$ cat config.mk
export PLATFORM = sky130hd
export DESIGN_NAME = convertidor_32a8
export DESIGN_NICKNAME = d
export VERILOG_FILES = /design/src/rtl/convertidor_pkg.sv /design/src/rtl/convertidor_32a8_selector_carril.sv /design/src/rtl/convertidor_32a8.sv
export SDC_FILE = /design/constraint.sdc
export NUM_CORES = 1
export LEC_CHECK = 0
export CORE_UTILIZATION = 45
export CTS_CLUSTER_SIZE = 30
export DETAILED_ROUTE_END_ITERATION = 6
export GPL_TIMING_DRIVEN = 0
export PLACE_DENSITY = 0.8
export SYNTH_ARGS = -nofsm -noshare
export SYNTH_HDL_FRONTEND = slang
export SYNTH_SLANG_ARGS = --single-unit
$ cat constraint.sdc
create_clock -name CLK -period 4.4 [get_ports CLK]
set_clock_uncertainty 0.1 [all_clocks]
set_input_delay 1.1 -clock CLK [delete_from_list [all_inputs] [get_ports CLK]]
set_output_delay 1.1 -clock CLK [all_outputs]
set_load 0.02 [all_outputs]
$ cat src/rtl/convertidor_pkg.sv
// Shared definitions for the 32->8 transmit serialiser and its 8->32 receive
// counterpart. Both ends must agree on how the two-bit PCLK lane mode maps
// onto a lane count, so that mapping lives here as a single function.
//   MODO_*        lane-mode encodings carried on PCLK
//   estado_t      serialiser FSM states
//   pclk_a_bytes  lane mode -> (active lane count - 1)
package convertidor_pkg;

    localparam logic [1:0] MODO_32  = 2'b00;
    localparam logic [1:0] MODO_16  = 2'b01;
    localparam logic [1:0] MODO_8   = 2'b10;
    localparam logic [1:0] MODO_32B = 2'b11;

    typedef enum logic {
        IDLE = 1'b0,
        SEND = 1'b1
    } estado_t;

    // Returns N-1 where N is the number of low-order byte lanes in use.
    // The N-1 form fits in two bits and is directly the "bytes remaining
    // after the first one" count.
    function automatic logic [1:0] pclk_a_bytes(input logic [1:0] pclk);
        logic [1:0] n_menos_1;
        case (pclk)
            MODO_16: n_menos_1 = 2'd1;
            MODO_8:  n_menos_1 = 2'd0;
            default: n_menos_1 = 2'd3;
        endcase
        return n_menos_1;
    endfunction

endpackage

$ cat src/rtl/convertidor_32a8_selector_carril.sv
// Combinational byte-lane mux for the 32->8 serialiser.
//   palabra   in  WORD_W  word being serialised
//   modo      in  2       lane mode of that word
//   indice    in  2       position in the output sequence (0 = first byte sent)
//   byte_sel  out BYTE_W  lane selected for that position
// Bytes go out highest active lane first, so position k of an N-lane word is
// lane (N-1-k), with lane 0 being the least significant byte.
module selector_carril
    import convertidor_pkg::*;
#(
    parameter int WORD_W = 32,
    parameter int BYTE_W = 8
) (
    input  logic [WORD_W-1:0] palabra,
    input  logic [1:0]        modo,
    input  logic [1:0]        indice,
    output logic [BYTE_W-1:0] byte_sel
);

    logic [1:0] carril;

    always_comb begin
        carril = pclk_a_bytes(modo) - indice;
        case (carril)
            2'd3:    byte_sel = palabra[4*BYTE_W-1:3*BYTE_W];
            2'd2:    byte_sel = palabra[3*BYTE_W-1:2*BYTE_W];
            2'd1:    byte_sel = palabra[2*BYTE_W-1:BYTE_W];
            default: byte_sel = palabra[BYTE_W-1:0];
        endcase
    end

endmodule

$ cat src/rtl/convertidor_32a8.sv
// Transmit-side width converter: accepts 32-bit words and emits one byte per
// clock, most significant active lane first. PCLK picks 4, 2 or 1 active lanes.
//   CLK        in   clock, all state on the rising edge
//   RESET_L    in   asynchronous active-low reset
//   ENB        in   enable; low freezes the held word and blanks the output
//   PCLK       in   lane mode (00/11 = 4 bytes, 01 = 2, 10 = 1)
//   in         in   word to serialise
//   valid_in   in   in/PCLK valid this cycle
//   ready_in   out  word accepted this cycle when valid_in is also high
//   out        out  serial byte
//   valid_out  out  out carries a valid byte
//   bits       out  bytes still to send after the current one
module convertidor_32a8
    import convertidor_pkg::*;
#(
    parameter int WORD_W = 32,
    parameter int BYTE_W = 8
) (
    input  logic              CLK,
    input  logic              RESET_L,
    input  logic              ENB,
    input  logic [1:0]        PCLK,
    input  logic [WORD_W-1:0] in,
    input  logic              valid_in,
    output logic              ready_in,
    output logic [BYTE_W-1:0] out,
    output logic              valid_out,
    output logic [1:0]        bits
);

    estado_t           estado_q, estado_d;
    logic [WORD_W-1:0] palabra_q, palabra_d;
    logic [1:0]        modo_q, modo_d;
    logic [1:0]        bits_q, bits_d;
    logic [BYTE_W-1:0] out_q, out_d;
    logic              valid_out_q, valid_out_d;

    logic              acepta;
    logic [WORD_W-1:0] sel_palabra;
    logic [1:0]        sel_modo;
    logic [1:0]        sel_indice;
    logic [BYTE_W-1:0] sel_byte;

    // A new word may enter while idle or while the last byte of the previous
    // word is on the output, which gives gap-free back-to-back streaming.
    assign ready_in = ENB & RESET_L & ((estado_q == IDLE) | (bits_q == 2'd0));
    assign acepta   = valid_in & ready_in;

    // One lane mux serves both cases: on accept it picks the first byte of
    // the incoming word; otherwise the next byte of the held word, whose
    // position is (N-1) - (bits-1).
    always_comb begin
        sel_palabra = acepta ? in : palabra_q;
        sel_modo    = acepta ? PCLK : modo_q;
        sel_indice  = acepta ? 2'd0 : (pclk_a_bytes(modo_q) - bits_q + 2'd1);
    end

    selector_carril #(
        .WORD_W (WORD_W),
        .BYTE_W (BYTE_W)
    ) u_selector (
        .palabra  (sel_palabra),
        .modo     (sel_modo),
        .indice   (sel_indice),
        .byte_sel (sel_byte)
    );

    // Next-state and datapath. Holding state and a blank output are the
    // defaults, which is exactly the ENB=0 behaviour, so a disabled cycle
    // falls through with nothing else to do.
    always_comb begin
        estado_d    = estado_q;
        palabra_d   = palabra_q;
        modo_d      = modo_q;
        bits_d      = bits_q;
        out_d       = '0;
        valid_out_d = 1'b0;

        if (ENB) begin
            if (acepta) begin
                palabra_d   = in;
                modo_d      = PCLK;
                out_d       = sel_byte;
                valid_out_d = 1'b1;
                bits_d      = pclk_a_bytes(PCLK);
                estado_d    = (bits_d != 2'd0) ? SEND : IDLE;
            end else if (estado_q == SEND) begin
                out_d       = sel_byte;
                valid_out_d = 1'b1;
                bits_d      = bits_q - 2'd1;
                if (bits_d == 2'd0) begin
                    estado_d = IDLE;
                end
            end
        end
    end

    // State register; reset discards any word in flight.
    always_ff @(posedge CLK or negedge RESET_L) begin
        if (!RESET_L) begin
            estado_q    <= IDLE;
            palabra_q   <= '0;
            modo_q      <= MODO_32;
            bits_q      <= 2'd0;
            out_q       <= '0;
            valid_out_q <= 1'b0;
        end else begin
            estado_q    <= estado_d;
            palabra_q   <= palabra_d;
            modo_q      <= modo_d;
            bits_q      <= bits_d;
            out_q       <= out_d;
            valid_out_q <= valid_out_d;
        end
    end

    assign out       = out_q;
    assign valid_out = valid_out_q;
    assign bits      = bits_q;

endmodule

==> results of run 1 <==
-- what timing repair did --
item | CTS | global route
pin swaps | 1 | 1
setup endpoints to repair | 8 | 8
gates resized for setup | 2 | 11
setup buffers | 1 | 0
-- state kept, by name (all words and copies together), names as in the netlist --
name       cells
estado_q       1
palabra_q     32
modo_q         2
out            8
valid_out      1
bits           2
-- synthesized netlist by cell type (all sizes together), types with 5 or more instances --
cell type  number  area share
a31oi           8       0.021
nand3          11       0.023
inv             8       0.012
a21oi           7       0.014
mux2           16       0.076
nand2          58       0.091
dfrtp          46        0.47
o21ai          20       0.041
nand2b          6       0.015
buf             9       0.021
clkbuf          5      0.0082
ha              7       0.036
a211oi          6       0.031
o2bb2ai         6       0.022
or3             8       0.024
-- area by class of cell --
class | count | area [µm²]
Buffer | 13 | 72.57
Clock inverter | 2 | 37.54
Multi-Input combinational cell | 171 | 1181
Timing Repair Buffer | 51 | 526.8
Clock buffer | 6 | 72.57
Inverter | 8 | 30.03
Tap cell | 70 | 87.58
Sequential cell | 46 | 1151
Fill cell | 449 | 1981
-- how the worst min path moves through the flow --
stage,startpoint,to,slack (ns),depth (start not counted)
floorplan,palabra_q[6],palabra_q[6],0.34,2
global route,palabra_q[7],palabra_q[7],0.40,2
detailed placement,palabra_q[7],palabra_q[7],0.36,2
global placement,palabra_q[7],palabra_q[7],0.36,2
CTS,palabra_q[7],palabra_q[7],0.38,2
finish,palabra_q[7],palabra_q[7],0.38,2
-- routing by layer --
| metal | vias to the layer above | GRT usage | wire length [µm] |
|---|---|---|---|
| met5 | - | 0 | 0 |
| li1 | 942 | - | - |
| met3 | 6 | 0.04762 | 292 |
| met1 | 977 | 0.2684 | 2349 |
| met4 | 0 | 0.07202 | 76 |
| met2 | 74 | 0.3889 | 2969 |
-- worst max-delay path: stages --
cell	delay [ns]
clkdlybuf4s50_1	0.51
nand2_2	0.10
or3_1	0.34
buf_2	0.20
buf_2	0.21
buf_2	0.21
nand2_1	0.10
nand2_1	0.06
ha_1	0.18
ha_1	0.25
xor2_4	0.23
buf_4	0.25
xnor2_4	0.18
o21ai_0	0.17
a211oi_2	0.23
-- metrics by stage --
| step | hold slack [ns] | cell area [µm²] | setup TNS (ns) |
|---|---|---|---|
| after detailed placement | 0.3569 | 3029 | -5.259 |
| final | 0.3825 | 3159 | 0 |
| after floorplan | 0.3404 | 2429 | 0 |
| after global routing | 0.4001 | 3159 | -0.003317 |
| after CTS | 0.3783 | 3151 | 0 |
| after global placement | 0.3561 | 3007 | -28.23 |
-- where the power goes --
group	leakage, nW	internal (W)	switching [W]
Clock	0.0514	0.000169	0.000140
Sequential	0.570	0.000597	0.0000758
Combinational	0.754	0.000708	0.000971
Total	1.38	0.00147	0.00119
-- cell families (layout without fill, tap and decap cells) --
logic type | after synthesis | count (layout)
mux | 16 | 16
xor+xnor | 4 | 4
buf+inv | 22 | 80
flops | 46 | 46
fa+ha+maj | 7 | 7
compound gates | 55 | 55
simple gates | 89 | 89
==> out/results.tsv, run 1 <==
stage	metric	value	unit
die	row count	26	
layout	fin util	0.6147	
detailed_routing	wire per inst	15.50	µm
detailed_routing	Routed Antenna Nets	0	
synth	Simple-Gate Fraction of Synth Area	0.1726	
layout	most frequent cells in the layout	nand2_1 (57), clkdlybuf4s50_1 (48), dfrtp_1 (46)	
synth	Synth Flop Type	dfrtp_1	
timing	Least-Margin Pin Slew	0.4807	ns
placed_design	worst slack, placed	-0.6930	ns
cts	Root Driver	clkbuf_8	
timing	final setup fails	0	
synth	largest family of logic cells by synthesized area	simple AND/OR/NAND/NOR gates	
detailed_routing	Avg Vias per Cell	5.447	
cts	CTS Buffer Depth	2	
global_routing	pin count of the biggest net entering global routing	26	
detailed_routing	DRC	0	
timing	RSZ-0062 raised after global routing	true	
synth	synthesized area	2429	µm²
synth	Ys Warns	0	
worst_setup_path	Critical Path RT	4.51	ns
worst_setup_path	worst r2r dst	out[3]	
flow_run	max_cap viols	0	
worst_setup_path	CP endpoint kind	flip-flop	
die	Placeable Area	5140	µm²
timing	Setup WS post-layout	0.1781	ns
synth	EDFF count, synth	0	
pwr	worst vdd ir	0.0006155	V
global_routing	initial antenna violation count	0	
synth	Compound-Gate Fraction of Synth Area	0.1556	
die	Die Wd	75.47	µm
synth	syn_nets	284	
pwr	PD cells	842.5	nW/µm²
timing	period utilization	0.9595	
placed_design	HPWL after DPL	4236	µm
die	# IOs	50	
synth	Synth Area in XOR/XNOR	0.04431	
cts	CTS tree	done	
layout	commonest non-fill, non-tap cell in the layout	nand2_1	
timing	final hold violation count	0	
timing	post-route minimum period	4.222	ns
synth	adder-cell share of the synthesized area	0.03606	
worst_setup_path	worst r2r src	bits[0]	
worst_setup_path	CP Launch Type	input port	
detailed_routing	WL final	5687	µm
layout	# diodes	0	
worst_setup_path	Reg2Reg Depth	16	
global_routing	GRT overflow	0	
status	status	finished clean	
placed_design	PortBufs	49	
worst_setup_path	r2r setup slk	0.73	ns
cts	clk sink count	46	
global_routing	vias in the first global route	1868	
worst_setup_path	Max FO, Critical Path	10	
synth	FF+latch count, synth	46	
global_routing	global-route wire length before repair	8942	µm
synth	sequential share of the synthesized area	0.4740	
placed_design	dpl cells	359	
worst_hold_path	Hold WC Path Type	flip-flop to flip-flop	
detailed_routing	Via Count	1999	
layout	share of layout cells above drive strength 1	0.2054	
cts	H-tree depth	2	
detailed_routing	number of detailed-route iterations in the first pass	4	
detailed_routing	Iter 0 DRT Violations	108	
synth	syn_area_per_cell	10.16	µm²
worst_setup_path	worst path arrival time	4.33	ns
timing	Slew HR	0.6795	
timing	Final Max Slew Viols	0	
placed_design	gpl congestion	0.8077	
pwr	Power Total	0.002662	W
global_routing	GR Util All Layers	0.2202	
synth	Async SR Flop Fraction	1.000	
cts	CTS Hold Bufs	0	
cts	clk_lat worst skew	0.30	ns
die	die area	5695	µm²
die	Initial Utilization	0.4725	
layout	Layout Cells excl Fill	367	
cts	CTS Buf Count	5	
pwr	Pleak	1.376	nW
synth	post-synthesis mux area share	0.07573	
layout	Final #Nets	341	
synth	Syn Inst Count	239	
synth	Yosys cell types	35	
worst_setup_path	WS Path Type	input port to flip-flop	
layout	area grow syn2layout	30.09	%
cts	Clk pin slew, worst setup/hold paths	0.09	ns
timing	fmax	0.2369	GHz
die	Die Span Y	75.47	µm
worst_setup_path	Critical Path End	out[3]	
worst_setup_path	CP Launch Point	ENB	
(Power assumes the default switching activity.)
==> run 2: changes to the inputs <==
--- a/config.mk
+++ b/config.mk
@@ -6,9 +6,11 @@
 export NUM_CORES = 1
 export LEC_CHECK = 0
 export CORE_UTILIZATION = 45
+export CTS_BUF_LIST = sky130_fd_sc_hd__clkbuf_8
 export CTS_CLUSTER_SIZE = 30
 export DETAILED_ROUTE_END_ITERATION = 6
 export GPL_TIMING_DRIVEN = 0
+export HOLD_SLACK_MARGIN = 0.05
 export PLACE_DENSITY = 0.8
 export SYNTH_ARGS = -nofsm -noshare
 export SYNTH_HDL_FRONTEND = slang
==> run 2 against run 1 <==
Clock-buffer cell count fell by 1. Combinational power barely moved. First-iteration DRC count did not move. Setup slack improved by 0.0032 ns. Sequential power barely moved. Sequential share of layout area did not move. Non-clock buffer count did not move. Critical endpoint unchanged.
==> out/results.tsv, run 2 (synthesis gave the netlist of run 1 again) <==
stage	metric	value	unit
layout	commonest non-fill, non-tap cell in the layout	nand2_1	
timing	Min Hold Slack	0.3825	ns
worst_setup_path	Critical Path RT	4.51	ns
timing	Setup TNS	0	ns
pwr	PD cells	841.7	nW/µm²
timing	Least-Margin Pin Slew	0.4623	ns
worst_setup_path	CP Launch Point	ENB	
detailed_routing	Routed Antenna Nets	0	
worst_hold_path	Hold WC Path Type	flip-flop to flip-flop	
global_routing	GR Util All Layers	0.2202	
cts	Clk pin slew, worst setup/hold paths	0.09	ns
timing	final setup fails	0	
pwr	worst vdd ir	0.0006166	V
timing	period utilization	0.9588	
worst_setup_path	most frequent CP cell	buf_2	
global_routing	pin count of the biggest net entering global routing	26	
cts	Root Driver	clkbuf_8	
placed_design	dpl cells	359	
layout	Layout Cells excl Fill	367	
layout	fin util	0.6147	
detailed_routing	wire per inst	15.50	µm
cts	CTS Buf Count	5	
timing	Final Max Slew Viols	0	
pwr	Power Total	0.002659	W
cts	clk sink count	46	
worst_setup_path	Max FO, Critical Path	10	
cts	CTS tree	done	
die	Placeable Area	5140	µm²
global_routing	vias in the first global route	1868	
die	Die Wd	75.47	µm
global_routing	initial antenna violation count	0	
timing	final hold violation count	0	
die	die area	5695	µm²
worst_setup_path	r2r setup slk	0.73	ns
layout	share of layout cells above drive strength 1	0.2054	
detailed_routing	Iter 0 DRT Violations	108	
worst_setup_path	CP Launch Type	input port	
cts	CTS Hold Bufs	0	
timing	RSZ-0062 raised after global routing	true	
layout	Final #Nets	341	
timing	Slew HR	0.6918	
flow_run	max_cap viols	0	
die	row count	26	
layout	Multi-input gate area	1181	µm²
timing	post-route minimum period	4.219	ns
global_routing	GRT overflow	0	
layout	Largest register FFs	32	
die	Initial Utilization	0.4725	
worst_setup_path	worst-path cell chain	clkdlybuf4s50_1 -> nand2_2 -> or3_1 -> buf_2 -> buf_2 -> buf_2 -> nand2_1 -> nand2_1 -> ha_1 -> ha_1 -> xor2_4 -> buf_4 -> xnor2_4 -> o21ai_0 -> a211oi_2	
die	# IOs	50	
layout	most frequent cells in the layout	nand2_1 (57), clkdlybuf4s50_1 (48), dfrtp_1 (46)	
cts	clk_lat worst skew	0.30	ns
pwr	Pleak	1.380	nW
detailed_routing	WL final	5690	µm
placed_design	HPWL after DPL	4236	µm
layout	area grow syn2layout	30.09	%
worst_setup_path	WS Path Type	input port to flip-flop	
detailed_routing	Avg Vias per Cell	5.458	
detailed_routing	DRC	0	
detailed_routing	Via Count	2003	
detailed_routing	number of detailed-route iterations in the first pass	4	
layout	Reg area	1151	µm²
cts	CTS Buffer Depth	2	
worst_hold_path	Hold Crit Start	palabra_q[7]	
timing	fmax	0.2370	GHz
layout	Top reg by flops	palabra_q	
layout	fillers	449	
global_routing	global-route wire length before repair	8942	µm
placed_design	PortBufs	49	
layout	# diodes	0	
worst_setup_path	worst path arrival time	4.33	ns
worst_setup_path	worst r2r src	bits[0]	
status	status	finished clean	
die	Die Span Y	75.47	µm
worst_setup_path	CP endpoint kind	flip-flop	
worst_setup_path	slowest cell delay on critical path	0.51	ns
placed_design	gpl congestion	0.8077	
worst_setup_path	CP max stage cell	clkdlybuf4s50_1	
cts	H-tree depth	2	
## run 2: timing repair
action | 4_1_cts | 5_1_grt
gates cloned | 0 | 0
setup buffers | 1 | 0
pin swaps | 1 | 1
gates resized for setup | 2 | 11
endpoints found under the setup margin | 8 | 8
## run 2: per-stage QoR
step	setup slack [ns]	instance area, µm²
floorplan	0.6369	2429
global placement	-2.130	3007
detailed placement	-0.6930	3029
CTS	0.03006	3151
global route	-0.001842	3159
finish	0.1813	3159
## run 2: worst paths after layout
path	to	cells after the start
max	out[3]	15
min	palabra_q[7]	2
max reg2reg	out[3]	16
min reg2reg	palabra_q[7]	2
max in group asynchronous	out[0]	2
min in group asynchronous	out[7]	1
## run 2: final cells by class
type | instances | share of cell area
plain buffers | 13 | 0.02297
inverters | 8 | 0.009505
well taps | 70 | 0.02772
clock buffers | 5 | 0.02178
multi-input cells | 171 | 0.3739
repair buffers | 51 | 0.1667
clock inverters | 3 | 0.01307
flip-flops and latches | 46 | 0.3644
## run 2: metal layers
| metal | wire (µm) | part of all wire | global-route usage |
|---|---|---|---|
| met1 | 2337 | 0.41 | 0.2684 |
| met2 | 2985 | 0.52 | 0.3889 |
| met3 | 290 | 0.051 | 0.04762 |
| met4 | 76 | 0.013 | 0.07202 |
| met5 | 0 | 0 | 0 |
## run 2: worst max-delay path: cells and delay by family
family / cells / cell delay (ns)
adders and majority gates: 2 / 0.43
xor gates and xnor gates: 2 / 0.41
buffers and inverters: 5 / 1.38
AOI/OAI and AO/OA: 2 / 0.40
and+or+nand+nor: 4 / 0.60
## run 2: report_power, final
part / leakage, nW / internal, W / switching (W)
Sequential: 0.570 / 0.000597 / 0.0000759
Combinational: 0.754 / 0.000708 / 0.000971
Clock: 0.0556 / 0.000167 / 0.000140
Total: 1.38 / 0.00147 / 0.00119
